**src/rtl/shift_op_sequencer_pkg.sv**
```systemverilog
// Shared types for the ARM7 operand-2 shifter: shift kinds, sequencer states
// and the normalised request consumed by the shift core.
package arm_shift_pkg;

  typedef enum logic [1:0] {
    SHIFT_LSL = 2'd0,
    SHIFT_LSR = 2'd1,
    SHIFT_ASR = 2'd2,
    SHIFT_ROR = 2'd3
  } shift_type_e;

  typedef enum logic [1:0] {
    ST_IDLE,
    ST_RS_REQ,
    ST_RS_WAIT,
    ST_RESULT
  } seq_state_e;

  typedef struct packed {
    shift_type_e shift_type;
    logic [7:0]  amount;
    logic        rrx;
  } shift_req_t;

endpackage

```
**src/rtl/shift_op_sequencer_if.sv**
```systemverilog
// Bus between decode/regfile/ALU and the operand-2 sequencer.
// master = surrounding pipeline, slave = sequencer.
interface shift_op_sequencer_if;
  logic        req_valid;
  logic        req_ready;
  logic        imm_form;
  logic [11:0] instr_op2;
  logic [31:0] rm_data;
  logic        c_in;
  logic        rs_rd_en;
  logic [3:0]  rs_rd_addr;
  logic [31:0] rs_rd_data;
  logic        res_valid;
  logic        res_ready;
  logic [31:0] res_data;
  logic        res_carry;

  modport master (
    output req_valid, imm_form, instr_op2, rm_data, c_in, rs_rd_data, res_ready,
    input  req_ready, rs_rd_en, rs_rd_addr, res_valid, res_data, res_carry
  );

  modport slave (
    input  req_valid, imm_form, instr_op2, rm_data, c_in, rs_rd_data, res_ready,
    output req_ready, rs_rd_en, rs_rd_addr, res_valid, res_data, res_carry
  );
endinterface

```
**src/rtl/shift_op_sequencer_core.sv**
```systemverilog
// Combinational barrel shifter implementing every ARM amount rule
// (0, 32, >32, RRX) for a normalised shift request.
module arm_shift_core
  import arm_shift_pkg::*;
(
  input  shift_req_t  req,
  input  logic [31:0] rm,
  input  logic        c_in,
  output logic [31:0] result,
  output logic        carry
);

  logic [4:0]  amt5;
  logic        big;
  logic        exact32;
  logic [32:0] lsl_ext;
  logic [32:0] lsr_ext;
  logic [32:0] asr_ext;
  logic [31:0] ror_res;

  assign amt5    = req.amount[4:0];
  assign big     = |req.amount[7:5];
  assign exact32 = (req.amount == 8'd32);

  // Extra bit on the shifted-out side holds the last bit lost, i.e. the carry
  assign lsl_ext = {1'b0, rm} << amt5;
  assign lsr_ext = {rm, 1'b0} >> amt5;
  assign asr_ext = $signed({rm, 1'b0}) >>> amt5;
  assign ror_res = 32'({rm, rm} >> amt5);

  always_comb begin
    result = rm;
    carry  = c_in;
    if (req.rrx) begin
      result = {c_in, rm[31:1]};
      carry  = rm[0];
    end else if (req.amount != 8'd0) begin
      case (req.shift_type)
        SHIFT_LSL: begin
          if (!big) begin
            result = lsl_ext[31:0];
            carry  = lsl_ext[32];
          end else begin
            result = 32'd0;
            carry  = exact32 ? rm[0] : 1'b0;
          end
        end
        SHIFT_LSR: begin
          if (!big) begin
            result = lsr_ext[32:1];
            carry  = lsr_ext[0];
          end else begin
            result = 32'd0;
            carry  = exact32 ? rm[31] : 1'b0;
          end
        end
        SHIFT_ASR: begin
          if (!big) begin
            result = asr_ext[32:1];
            carry  = asr_ext[0];
          end else begin
            result = {32{rm[31]}};
            carry  = rm[31];
          end
        end
        SHIFT_ROR: begin
          // A multiple of 32 leaves Rm intact, and bit 31 is then Rm[31] anyway
          result = ror_res;
          carry  = ror_res[31];
        end
      endcase
    end
  end

endmodule

```
**src/rtl/shift_op_sequencer.sv**
```systemverilog
// Operand-2 sequencer: accepts decode requests, fetches Rs when needed,
// normalises the encoding and holds the shifter result until consumed.
module shift_op_sequencer
  import arm_shift_pkg::*;
(
  input logic                 clk,
  input logic                 rst,
  shift_op_sequencer_if.slave bus
);

  seq_state_e  state;
  shift_type_e cap_type;
  logic [31:0] cap_rm;
  logic        cap_cin;

  shift_req_t  core_req;
  logic [31:0] core_rm;
  logic        core_cin;
  logic [31:0] core_result;
  logic        core_carry;

  // In RS_WAIT the core runs on captured operands; otherwise on the live request
  always_comb begin
    core_req  = '{shift_type: SHIFT_LSL, amount: 8'd0, rrx: 1'b0};
    core_rm   = bus.rm_data;
    core_cin  = bus.c_in;
    if (state == ST_RS_WAIT) begin
      core_req = '{shift_type: cap_type, amount: bus.rs_rd_data[7:0], rrx: 1'b0};
      core_rm  = cap_rm;
      core_cin = cap_cin;
    end else if (bus.imm_form) begin
      core_req = '{shift_type: SHIFT_ROR,
                   amount: {3'b000, bus.instr_op2[11:8], 1'b0}, rrx: 1'b0};
      core_rm  = {24'd0, bus.instr_op2[7:0]};
    end else begin
      core_req.shift_type = shift_type_e'(bus.instr_op2[6:5]);
      core_req.amount     = {3'b000, bus.instr_op2[11:7]};
      if (bus.instr_op2[11:7] == 5'd0) begin
        case (shift_type_e'(bus.instr_op2[6:5]))
          SHIFT_LSR, SHIFT_ASR: core_req.amount = 8'd32;
          SHIFT_ROR:            core_req.rrx    = 1'b1;
          default:              core_req.amount = 8'd0;
        endcase
      end
    end
  end

  arm_shift_core u_core (
    .req    (core_req),
    .rm     (core_rm),
    .c_in   (core_cin),
    .result (core_result),
    .carry  (core_carry)
  );

  always_ff @(posedge clk) begin
    if (rst) begin
      state          <= ST_IDLE;
      bus.req_ready  <= 1'b1;
      bus.rs_rd_en   <= 1'b0;
      bus.rs_rd_addr <= 4'd0;
      bus.res_valid  <= 1'b0;
      bus.res_data   <= 32'd0;
      bus.res_carry  <= 1'b0;
      cap_type       <= SHIFT_LSL;
      cap_rm         <= 32'd0;
      cap_cin        <= 1'b0;
    end else begin
      case (state)
        ST_IDLE: begin
          if (bus.req_valid) begin
            bus.req_ready  <= 1'b0;
            bus.rs_rd_addr <= bus.instr_op2[11:8];
            cap_type       <= shift_type_e'(bus.instr_op2[6:5]);
            cap_rm         <= bus.rm_data;
            cap_cin        <= bus.c_in;
            if (!bus.imm_form && bus.instr_op2[4]) begin
              bus.rs_rd_en <= 1'b1;
              state        <= ST_RS_REQ;
            end else begin
              bus.res_data  <= core_result;
              bus.res_carry <= core_carry;
              bus.res_valid <= 1'b1;
              state         <= ST_RESULT;
            end
          end
        end
        ST_RS_REQ: begin
          bus.rs_rd_en <= 1'b0;
          state        <= ST_RS_WAIT;
        end
        ST_RS_WAIT: begin
          bus.res_data  <= core_result;
          bus.res_carry <= core_carry;
          bus.res_valid <= 1'b1;
          state         <= ST_RESULT;
        end
        ST_RESULT: begin
          if (bus.res_ready) begin
            bus.res_valid <= 1'b0;
            bus.req_ready <= 1'b1;
            state         <= ST_IDLE;
          end
        end
      endcase
    end
  end

endmodule
```
**src/flat_wrapper.sv**
```systemverilog
// flat-port wrapper written by rule: the top's interface ports become plain ports
module shift_op_sequencer_flat import arm_shift_pkg::*;
  (clk, rst, bus_req_valid, bus_imm_form, bus_instr_op2, bus_rm_data, bus_c_in, bus_rs_rd_data, bus_res_ready, bus_req_ready, bus_rs_rd_en, bus_rs_rd_addr, bus_res_valid, bus_res_data, bus_res_carry);
  shift_op_sequencer_if bus_i ();
  input logic clk;
  input logic rst;
  input wire logic [$bits(bus_i.req_valid)-1:0] bus_req_valid;
  input wire logic [$bits(bus_i.imm_form)-1:0] bus_imm_form;
  input wire logic [$bits(bus_i.instr_op2)-1:0] bus_instr_op2;
  input wire logic [$bits(bus_i.rm_data)-1:0] bus_rm_data;
  input wire logic [$bits(bus_i.c_in)-1:0] bus_c_in;
  input wire logic [$bits(bus_i.rs_rd_data)-1:0] bus_rs_rd_data;
  input wire logic [$bits(bus_i.res_ready)-1:0] bus_res_ready;
  output wire logic [$bits(bus_i.req_ready)-1:0] bus_req_ready;
  output wire logic [$bits(bus_i.rs_rd_en)-1:0] bus_rs_rd_en;
  output wire logic [$bits(bus_i.rs_rd_addr)-1:0] bus_rs_rd_addr;
  output wire logic [$bits(bus_i.res_valid)-1:0] bus_res_valid;
  output wire logic [$bits(bus_i.res_data)-1:0] bus_res_data;
  output wire logic [$bits(bus_i.res_carry)-1:0] bus_res_carry;
  assign bus_i.req_valid = bus_req_valid;
  assign bus_i.imm_form = bus_imm_form;
  assign bus_i.instr_op2 = bus_instr_op2;
  assign bus_i.rm_data = bus_rm_data;
  assign bus_i.c_in = bus_c_in;
  assign bus_i.rs_rd_data = bus_rs_rd_data;
  assign bus_i.res_ready = bus_res_ready;
  assign bus_req_ready = bus_i.req_ready;
  assign bus_rs_rd_en = bus_i.rs_rd_en;
  assign bus_rs_rd_addr = bus_i.rs_rd_addr;
  assign bus_res_valid = bus_i.res_valid;
  assign bus_res_data = bus_i.res_data;
  assign bus_res_carry = bus_i.res_carry;
  shift_op_sequencer u_core (.clk(clk), .rst(rst), .bus(bus_i));
endmodule
```
**config.mk**
```make
export PLATFORM = sky130hd
export DESIGN_NAME = shift_op_sequencer_flat
export DESIGN_NICKNAME = d
export VERILOG_FILES = /design/src/rtl/shift_op_sequencer_pkg.sv /design/src/rtl/shift_op_sequencer_if.sv /design/src/rtl/shift_op_sequencer_core.sv /design/src/rtl/shift_op_sequencer.sv /design/src/flat_wrapper.sv
export SDC_FILE = /design/constraint.sdc
export NUM_CORES = 1
export LEC_CHECK = 0
export ABC_AREA = 1
export BUFFER_PORTS_ARGS = -buffer_cell sky130_fd_sc_hd__clkbuf_2
export CAP_MARGIN = 20
export CORE_ASPECT_RATIO = 1.4
export CORE_MARGIN = 5
export CORE_UTILIZATION = 47
export CTS_CLUSTER_DIAMETER = 80
export CTS_CLUSTER_SIZE = 16
export DETAILED_ROUTE_END_ITERATION = 7
export PLACE_DENSITY = 0.77
export SYNTH_ARGS = -nofsm -noshare
export SYNTH_HDL_FRONTEND = slang
export SYNTH_HIERARCHICAL = 1
export SYNTH_SLANG_ARGS = --single-unit
export TNS_END_PERCENT = 50
```
**constraint.sdc**
```tcl
create_clock -name clk -period 6.5 [get_ports clk]
set_input_delay 0.325 -clock clk [delete_from_list [all_inputs] [get_ports clk]]
set_output_delay 0.325 -clock clk [all_outputs]
set_load 0.005 [all_outputs]
```
# [After elaboration in Yosys (flattened, before gate mapping)]
# Cells that the tools add are included.
[word_totals] reg_bits=77 inputBits=82 out_inout_bits=40 word_cells=88
[op_classes] eq_ne=14 shifts=4 n_mux=42 reduce_logical=18
[ops] op="$mux 32" count=9
[ops] op="$pmux 32 s4" count=1
[ops] op="$pmux 32 s2" count=1
[ops] op="$shr 64x5->32" count=1
[ops] op="$shl 32x5->33" count=1
[ops] op="$shr 33x5->33" count=1
[ops] op="$sshr 33x5->33" count=1
[ops] op="$mux 11" count=2
[ops] op="$mux 1" count=18
[ops] op="$eq 2x2->1 const B" count=6
[ops] op="$pmux 6 s2" count=1
[ops] op="$mux 9" count=1
[ops] op="$reduce_and 3->1" count=3
[ops] op="$eq 8x6->1 const B" count=1
[ops] op="$ne 2x2->1 const B" count=4
[ops] op="$pmux 2 s4" count=1
[ops] op="$reduce_bool 8->1" count=1
[ops] op="$eq 2x1->1 const B" count=3
[ops] op="$mux 2" count=3
[ops] op="$pmux 1 s2" count=3
[ops] op="$reduce_bool 2->1" count=3
[ops] op="$logic_not 5->1" count=1
[ops] op="$logic_not 2->1" count=2
[ops] op="$pmux 1 s4" count=1
[ops] op="8 further kinds" count=9

# [Longest topological paths before layout]
# Gate-level depths: netlist of the first run.
[logic_depth] depth_word=15 mapped_depth=29 depth_no_buf=24

# [By module]
# The synthesis of the first run kept the hierarchy.
[by_module_without_submodules] mod="arm_shift_core" instances=1 cells_each=1198 area_each_um2=5456.5 seq_area_each_um2=0.0
[by_module_without_submodules] mod="shift_op_sequencer" instances=1 cells_each=536 area_each_um2=3676.0 seq_area_each_um2=1541.5

# [Worst setup path before layout of the first run]
# Ideal clock, no wire load.
[synth_path] path_kind="register to register" start="reg u_core.state[0]" end="reg u_core.bus.res_carry" setup_ps=113 arrival_ps=2741 t_required_ps=6387 slack_ps=3647 path_stages_with_launch=28 path_buffers=5 synth_period_minus_slack_ps=2853 path_cell_list="dfxtp_1 -> inv_1 -> ha_1 -> buf_2 -> nor2_1 -> buf_2 -> buf_2 -> nand2_1 -> nand2_1 -> buf_6 -> inv_6 -> buf_6 -> nand2_1 -> nand3_2 -> nand3_1 -> nand2_1 -> nand2_1 -> nand2_1 -> nand2_1 -> nand2_1 -> o21ai_1 -> nand2_1 -> nand2_1 -> nand2_1 -> inv_1 -> nand4_1 -> nand2_1 -> nor2_1"
[synth_rtl] element="from (decl)" line="shift_op_sequencer.sv:11" source="seq_state_e state;"
[synth_rtl] element="from (signal assigned)" line="shift_op_sequencer.sv:58" source="state <= ST_IDLE;"
[synth_rtl] element="from (signal assigned)" line="shift_op_sequencer.sv:79" source="state <= ST_RS_REQ;"
[synth_rtl] element="from (signal assigned)" line="shift_op_sequencer.sv:84" source="state <= ST_RESULT;"
[synth_rtl] element="to (signal assigned)" line="shift_op_sequencer.sv:82" source="bus.res_carry <= core_carry;"
[synth_rtl] element="to (signal assigned)" line="shift_op_sequencer.sv:94" source="bus.res_carry <= core_carry;"
[synth_rtl] element="to (decl)" line="shift_op_sequencer_if.sv:25" source="output req_ready, rs_rd_en, rs_rd_addr, res_valid, res_data, res_carry"

==> results.py, run 1 <==
metrics = {
    "status": {
        "status": "finished clean",
    },
    "cts": {
        "ctsHtreeMaxLevel": 3,
        "cts_buffer_depth": 2,
        "cts_tree": "done",
        "clkSinkCount": 77,
        "root_buffer": "clkbuf_16",
        "hold_buffers": 0,
        "clk_pin_slew_worst_paths_ns": 0.07,
        "cts_buffers": 9,
        "postCtsSetupBuffers": 0,
        "cts_resized": 0,
        "insertion_delay_ns": 0.34,
    },
    "worst_setup_path": {
        "critPathTopFamily": "buffers and inverters",
        "reg2reg_slack_ns": 2.09,
        "arrival_ns": 4.65,
        "cp-startpoint": "u_core/state[0]",
        "critPathMaxFanout": 66,
        "cp-end-kind": "flip-flop",
        "r2r-start": "u_core/state[0]",
        "cp-endpoint": "u_core/bus.res_data[23]",
        "cp-start-kind": "flip-flop",
        "crit_slowest_cell": "buf_4",
        "rr_worst_depth": 19,
        "worstSetupPathType": "reg2reg",
        "critPathBufInv": 6,
        "max_stage_delay_ns": 0.60,
        "reg2reg_to": "u_core/bus.res_data[23]",
        "required_ns": 6.74,
        "crit_chain": "inv_1 -> ha_1 -> buf_4 -> nand2_1 -> nand2_2 -> buf_4 -> nor2_1 -> buf_4 -> nand3_2 -> buf_4 -> o21ai_0 -> nor2_1 -> nand3_1 -> nand2_1 -> nand2_1 -> inv_1 -> nand4_1 -> nand2_1 -> nor2_1",
        "critical_path_depth": 19,
    },
    "layout": {
        "fin_util_pct": 51.8,
        "n_fill_cell": 2182,
        "fin_cells": 2004,
        "syn_to_final_growth_pct": 8.48,
        "antenna_cells": 0,
        "drive_gt1_share_pct": 11.4,
        "nets": 1840,
    },
    "yosys": {
        "synth_fa_ha_area_share_pct": 0.959,
        "synthCells": 1734,
        "synthFlopType": "dfxtp_1",
        "netlist_area_sq_um": 9130,
        "syn_area_per_cell_sq_um": 5.27,
        "synth-edff-count": 0,
        "synth_top_family_by_area": "simple AND/OR/NAND/NOR gates",
        "ys_seq_elements": 77,
        "synth_mux_area_share_pct": 0,
        "syn_nets": 1823,
        "ys.warnings.count": 6,
        "seq_area_frac_synth_pct": 16.9,
        "synth-xor-area-share_pct": 0,
        "yosys.area_share.simple_pct": 59.7,
        "synth_compound_area_share_pct": 11.9,
        "synth_cell_types": 37,
        "async_flop_share_pct": 0,
    },
    "sta": {
        "tightest_slew_ns": 0.991,
        "setup_viol": 0,
        "slew_viol_final": 0,
        "tns_ns": 0,
        "hold_viol": 0,
        "finalClockSkew_ns": 0.00854,
        "rsz0062_at_grt": "false",
        "fmax_ghz": 0.227,
        "period_share_pct": 67.8,
        "layout_min_cycle_time_ns": 4.41,
        "layout_setup_ws_ns": 2.09,
        "slew_headroom_pct": 33.9,
    },
    "pwr": {
        "p_int_mw": 2.30,
        "seqPwrFrac_pct": 11.5,
        "comb_power_share_pct": 80.1,
        "power_mw": 6.15,
        "clock_power_share_pct": 8.5,
        "p_leak_nw": 5.15,
        "swShare_pct": 62.7,
        "p_sw_mw": 3.86,
        "powerDensity_nw_per_um2": 621,
        "ir_drop_v": 0.000516,
    },
    "detailed_routing": {
        "dr_total_vias": 12300,
        "routed_wl_microns": 44900,
        "drtIter0Drc": 1493,
        "first_pass_iters": 6,
        "drc": 0,
        "wl_per_cell_microns": 22.4,
        "via_per_inst": 6.16,
        "ant_nets": 0,
    },
    "floorplan": {
        "initial_core_util_pct": 47.7,
        "die_x_microns": 128,
        "io_pins": 122,
        "die_area_sq_um": 22400,
        "coreArea_sq_um": 19100,
        "rows": 60,
        "die_h_microns": 175,
    },
    "grt": {
        "grt_pass1_wl_microns": 66900,
        "antenna_found_initial": 0,
        "grt_usage_pct": 39.1,
        "grt_max_degree": 78,
        "grt_pass1_vias": 11300,
        "grt_overflow": 0,
    },
    "place": {
        "dp_hpwl_microns": 34000,
        "portBuffers": 97,
        "dp_slack_ns": 2.28,
        "dp_cells": 1984,
        "place_congestion": 1.08,
    },
    "run": {
        "cap_viol_max_count": 0,
    },
    "min_path": {
        "hold_class": "in2reg",
    },
}
-- worst min-delay path, delay by kind of cell --
family | cells | cell delay [ns]
buffers and inverters | 1 | 0.09
AOI/OAI and AO/OA | 1 | 0.07
and+or+nand+nor | 1 | 0.08
-- synth_stat cells (9+ instances only) --
library cell	instances	share of area (%)
nor2_1	255	10
inv_2	14	0.58
nand4_1	46	3.2
o21ai_1	22	1.2
nand3_1	347	19
a22o_1	24	2.3
buf_2	41	2.2
nand2_1	530	22
buf_1	15	0.62
o21ai_0	75	4.1
buf_4	9	0.74
dfxtp_1	77	17
clkbuf_1	39	1.6
nand2_2	22	1.5
a21oi_1	53	2.9
inv_1	86	3.5
-- metrics by stage --
step | hold WS (ns) | instance area [sq um]
2_1_floorplan | 0.451 | 9130
3_3_place_gp | 0.439 | 9510
3_5_place_dp | 0.453 | 9510
4_1_cts | 0.250 | 9810
5_1_grt | 0.261 | 9910
6_report | 0.253 | 9910
-- cell families (layout without fill, tap and decap cells) --
family | count (synthesis) | in the layout
adder cells (fa/ha/maj) | 7 | 7
flip-flops | 77 | 77
buffers and inverters | 215 | 237
AO/OA/AOI/OAI | 191 | 191
AND/OR/NAND/NOR | 1244 | 1244
-- layer usage --
| metal | GRT usage (%) | vias up | wire, microns |
|---|---|---|---|
| li1 | - | 5764 | - |
| met3 | 5.35 | 173 | 3740 |
| met1 | 46.5 | 5668 | 16200 |
| met5 | 0 | - | 0 |
| met4 | 31.0 | 0 | 4390 |
| met2 | 62.4 | 731 | 20600 |
-- worst min-delay path by stage --
stage,from,endpoint,depth (start not counted)
after CTS,bus_rm_data[1],u_core/cap_rm[1],3
final,bus_rm_data[29],u_core/cap_rm[29],3
after floorplan,u_core/bus.req_ready,u_core/bus.req_ready,2
after global placement,u_core/bus.req_ready,u_core/bus.req_ready,2
after detailed placement,u_core/bus.req_ready,u_core/bus.req_ready,2
after global routing,bus_instr_op2[11],u_core/bus.rs_rd_addr[3],3
-- cell usage in the layout, fill, tap and decap left out, types with 8 or more instances in the layout --
cell type    n
buf_4       18
nand2_1    528
nand3_2      8
nor2_1     253
dfxtp_1     77
o21ai_0     73
a21oi_1     53
o211ai_1     8
o21ai_1     22
clkbuf_2    97
nand4_1     46
clkbuf_16    9
and2_1       8
nand3_1    347
inv_1       85
a22o_1      24
nand2_2     24
inv_2       15
-- area by class of cell --
class                      count  area, sq um  area share, %
clock buffer                  10          229           2.31
inverter                     102          388           3.92
timing repair buffer         119          716           7.22
multi-input combinational   1442         6650           67.2
clock inverter                 6         70.1          0.707
sequential                    77         1540           15.6
tap                          248          310           3.13
-- state kept, by name, indices dropped and copies added, names as in the netlist --
register,count
u_core/bus.rs_rd_en,1
u_core/bus.res_data,32
u_core/cap_rm,32
u_core/bus.rs_rd_addr,4
u_core/bus.req_ready,1
u_core/state,2
u_core/bus.res_carry,1
u_core/bus.res_valid,1
u_core/cap_cin,1
u_core/cap_type,2
-- power by group through the flow --
| stage | clock network [mW] | registers, mW | logic (mW) |
|---|---|---|---|
| floorplan | 0 | 0.709 | 3.28 |
| global placement | 0 | 0.707 | 4.68 |
| detailed placement | 0 | 0.715 | 4.69 |
| CTS | 0.524 | 0.706 | 4.71 |
| global route | 0.549 | 0.725 | 5.36 |
| finish | 0.520 | 0.707 | 4.92 |
(Power assumes the default switching activity.)
==> run 2, diff against run 1 <==
- PLACE_DENSITY: 0.77 -> 0.8
- clock period: 6.5 -> 4 ns (I/O delays scaled with it)
==> run 2 against run 1 <==
  * The run now ends with DRC left
  * Combinational power up 70%
  * Critical path depth stayed put
  * Via count grew 1.4%
  * Worst setup slack worse by 1.8 ns
  * Clock power increased by 62%
  * Wire length is 2.9% higher
  * First-iteration DRC count increased by 15%
  * Register-to-register slack lost 1.8 ns
  * Cell count grew 2.0%
  * Die area unchanged
  * Fmax grew 18%
  * Critical path type unchanged
  * Largest cell class unchanged
==> results.py, run 2 (synthesis results as in run 1) <==
metrics = {
    "status": {
        "status": "finished with violations",
        "violations": "DRC",
    },
    "sta": {
        "slew_viol_final": 0,
        "rsz0062_at_grt": "false",
        "period_share_pct": 93.4,
        "slew_headroom_pct": 52.5,
        "hold_viol": 0,
        "setup_viol": 0,
        "layout_min_cycle_time_ns": 3.74,
        "tightest_slew_ns": 0.710,
        "fmax_ghz": 0.268,
        "tns_ns": 0,
        "finalClockSkew_ns": 0.00728,
        "layout_setup_ws_ns": 0.262,
    },
    "place": {
        "dp_cells": 2027,
        "portBuffers": 97,
        "place_congestion": 1.13,
        "dp_slack_ns": 0.349,
        "dp_hpwl_microns": 36400,
    },
    "detailed_routing": {
        "first_pass_iters": 8,
        "wl_per_cell_microns": 22.6,
        "drc": 2,
        "dr_total_vias": 12500,
        "drtIter0Drc": 1716,
        "via_per_inst": 6.12,
        "routed_wl_microns": 46200,
        "ant_nets": 0,
    },
    "layout": {
        "reg_top3": "u_core/bus.res_data: 32 flops, u_core/cap_rm: 32 flops, u_core/bus.rs_rd_addr: 4 flops",
        "layout_common_cells": "nand2_1, nand3_1, nor2_1, clkbuf_2, inv_1",
        "drive_gt1_share_pct": 13.7,
        "syn_to_final_growth_pct": 11.8,
        "nets": 1879,
        "fin_cells": 2044,
        "final_common_cell": "nand2_1",
    },
    "grt": {
        "grt_pass1_vias": 11600,
        "grt_usage_pct": 40.5,
        "use_met1_pct": 45.6,
        "grt_util_met3_pct": 7.46,
        "grt.busiest_layer": "met2",
        "grt_pass1_wl_microns": 69200,
        "grt_max_degree": 78,
        "grt_overflow": 0,
        "antenna_found_initial": 0,
        "grtUsageMet2_pct": 68.3,
    },
    "cts": {
        "insertion_delay_ns": 0.34,
        "clkSinkCount": 77,
        "ctsHtreeMaxLevel": 3,
        "cts_tree": "done",
        "postCtsSetupBuffers": 0,
        "root_buffer": "clkbuf_16",
        "hold_buffers": 0,
        "cts_resized": 0,
        "clk_pin_slew_worst_paths_ns": 0.06,
        "cts_buffer_depth": 2,
        "cts_buffers": 9,
    },
    "pwr": {
        "powerDensity_nw_per_um2": 1010,
        "p_leak_nw": 5.34,
        "ir_drop_v": 0.000635,
    },
    "min_path": {
        "hold_class": "in2reg",
        "hp-start": "bus_rm_data[2]",
    },
    "floorplan": {
        "die_h_microns": 175,
        "io_pins": 122,
        "die_area_sq_um": 22400,
        "coreArea_sq_um": 19100,
        "initial_core_util_pct": 47.7,
        "die_x_microns": 128,
        "rows": 60,
    },
    "worst_setup_path": {
        "cp-startpoint": "u_core/state[0]",
        "cp-start-kind": "flip-flop",
        "cp-end-kind": "flip-flop",
        "r2r-start": "u_core/state[0]",
        "worstSetupPathType": "reg2reg",
        "max_stage_delay_ns": 0.44,
        "critPathMaxFanout": 24,
        "cp_common_cell": "nand2_1",
        "required_ns": 4.28,
        "arrival_ns": 4.01,
        "reg2reg_slack_ns": 0.26,
        "crit_chain": "inv_1 -> ha_2 -> nor2_2 -> buf_4 -> a22o_1 -> nand2_1 -> nand3_1 -> nand3_1 -> nand3_1 -> nand3_1 -> nand2_1 -> nand2_1 -> nand4_1 -> nand2_1 -> nand2_1 -> inv_1 -> nand4_1 -> nand2_1 -> nor2_1",
        "crit_slowest_cell": "a22o_1",
    },
    "run": {
        "cap_viol_max_count": 0,
    },
}
==> run 2: worst paths after layout <==
kind / endpoint / cells after the start
setup / recovery: u_core/bus.res_data[9] / 19
hold / removal: u_core/cap_rm[2] / 3
setup reg to reg: u_core/bus.res_data[9] / 19
hold reg to reg: u_core/bus.res_valid / 2
==> run 2: where the power goes <==
group | switching [mW] | internal [mW]
logic | 5.95 | 2.41
registers | 0.129 | 1.02
clock network | 0.351 | 0.488
total | 6.43 | 3.92
==> run 2: worst max-delay path: cells and delay by family, from the launching register on <==
kind	cells	cell delay, ns
simple gates	14	2.06
buf+inv	3	0.47
fa+ha+maj	1	0.30
flops	1	0.39
compound gates	1	0.44
==> run 2: through the flow <==
| stage | utilization (%) | total power, mW | hold slack [ns] | cell area [sq um] |
|---|---|---|---|---|
| 6_report | 53.3 | 10.3 | 0.131 | 10200 |
| 2_1_floorplan | - | 6.49 | 0.343 | 9130 |
| 5_1_grt | 53.3 | 11.1 | 0.141 | 10200 |
| 3_5_place_dp | 51.7 | 9.19 | 0.467 | 9900 |
| 3_3_place_gp | 51.7 | 9.14 | 0.445 | 9900 |
| 4_1_cts | 53.3 | 10.1 | 0.129 | 10200 |
==> run 2: layout make-up <==
| cell class | instances | area (sq um) |
|---|---|---|
| clock inverters | 6 | 70.1 |
| repair buffers | 158 | 1010 |
| fillers | 2111 | 8930 |
| well taps | 248 | 310 |
| multi-input cells | 1442 | 6670 |
| inverters | 102 | 388 |
| diodes | 1 | 2.50 |
| flip-flops and latches | 77 | 1540 |
| clock buffers | 10 | 229 |
==> run 2: per-layer routing <==
metal	routed length, microns	vias to the layer above
met5	0	-
met4	3850	0
met3	4070	189
met2	22000	749
met1	16200	5734
li1	-	5834
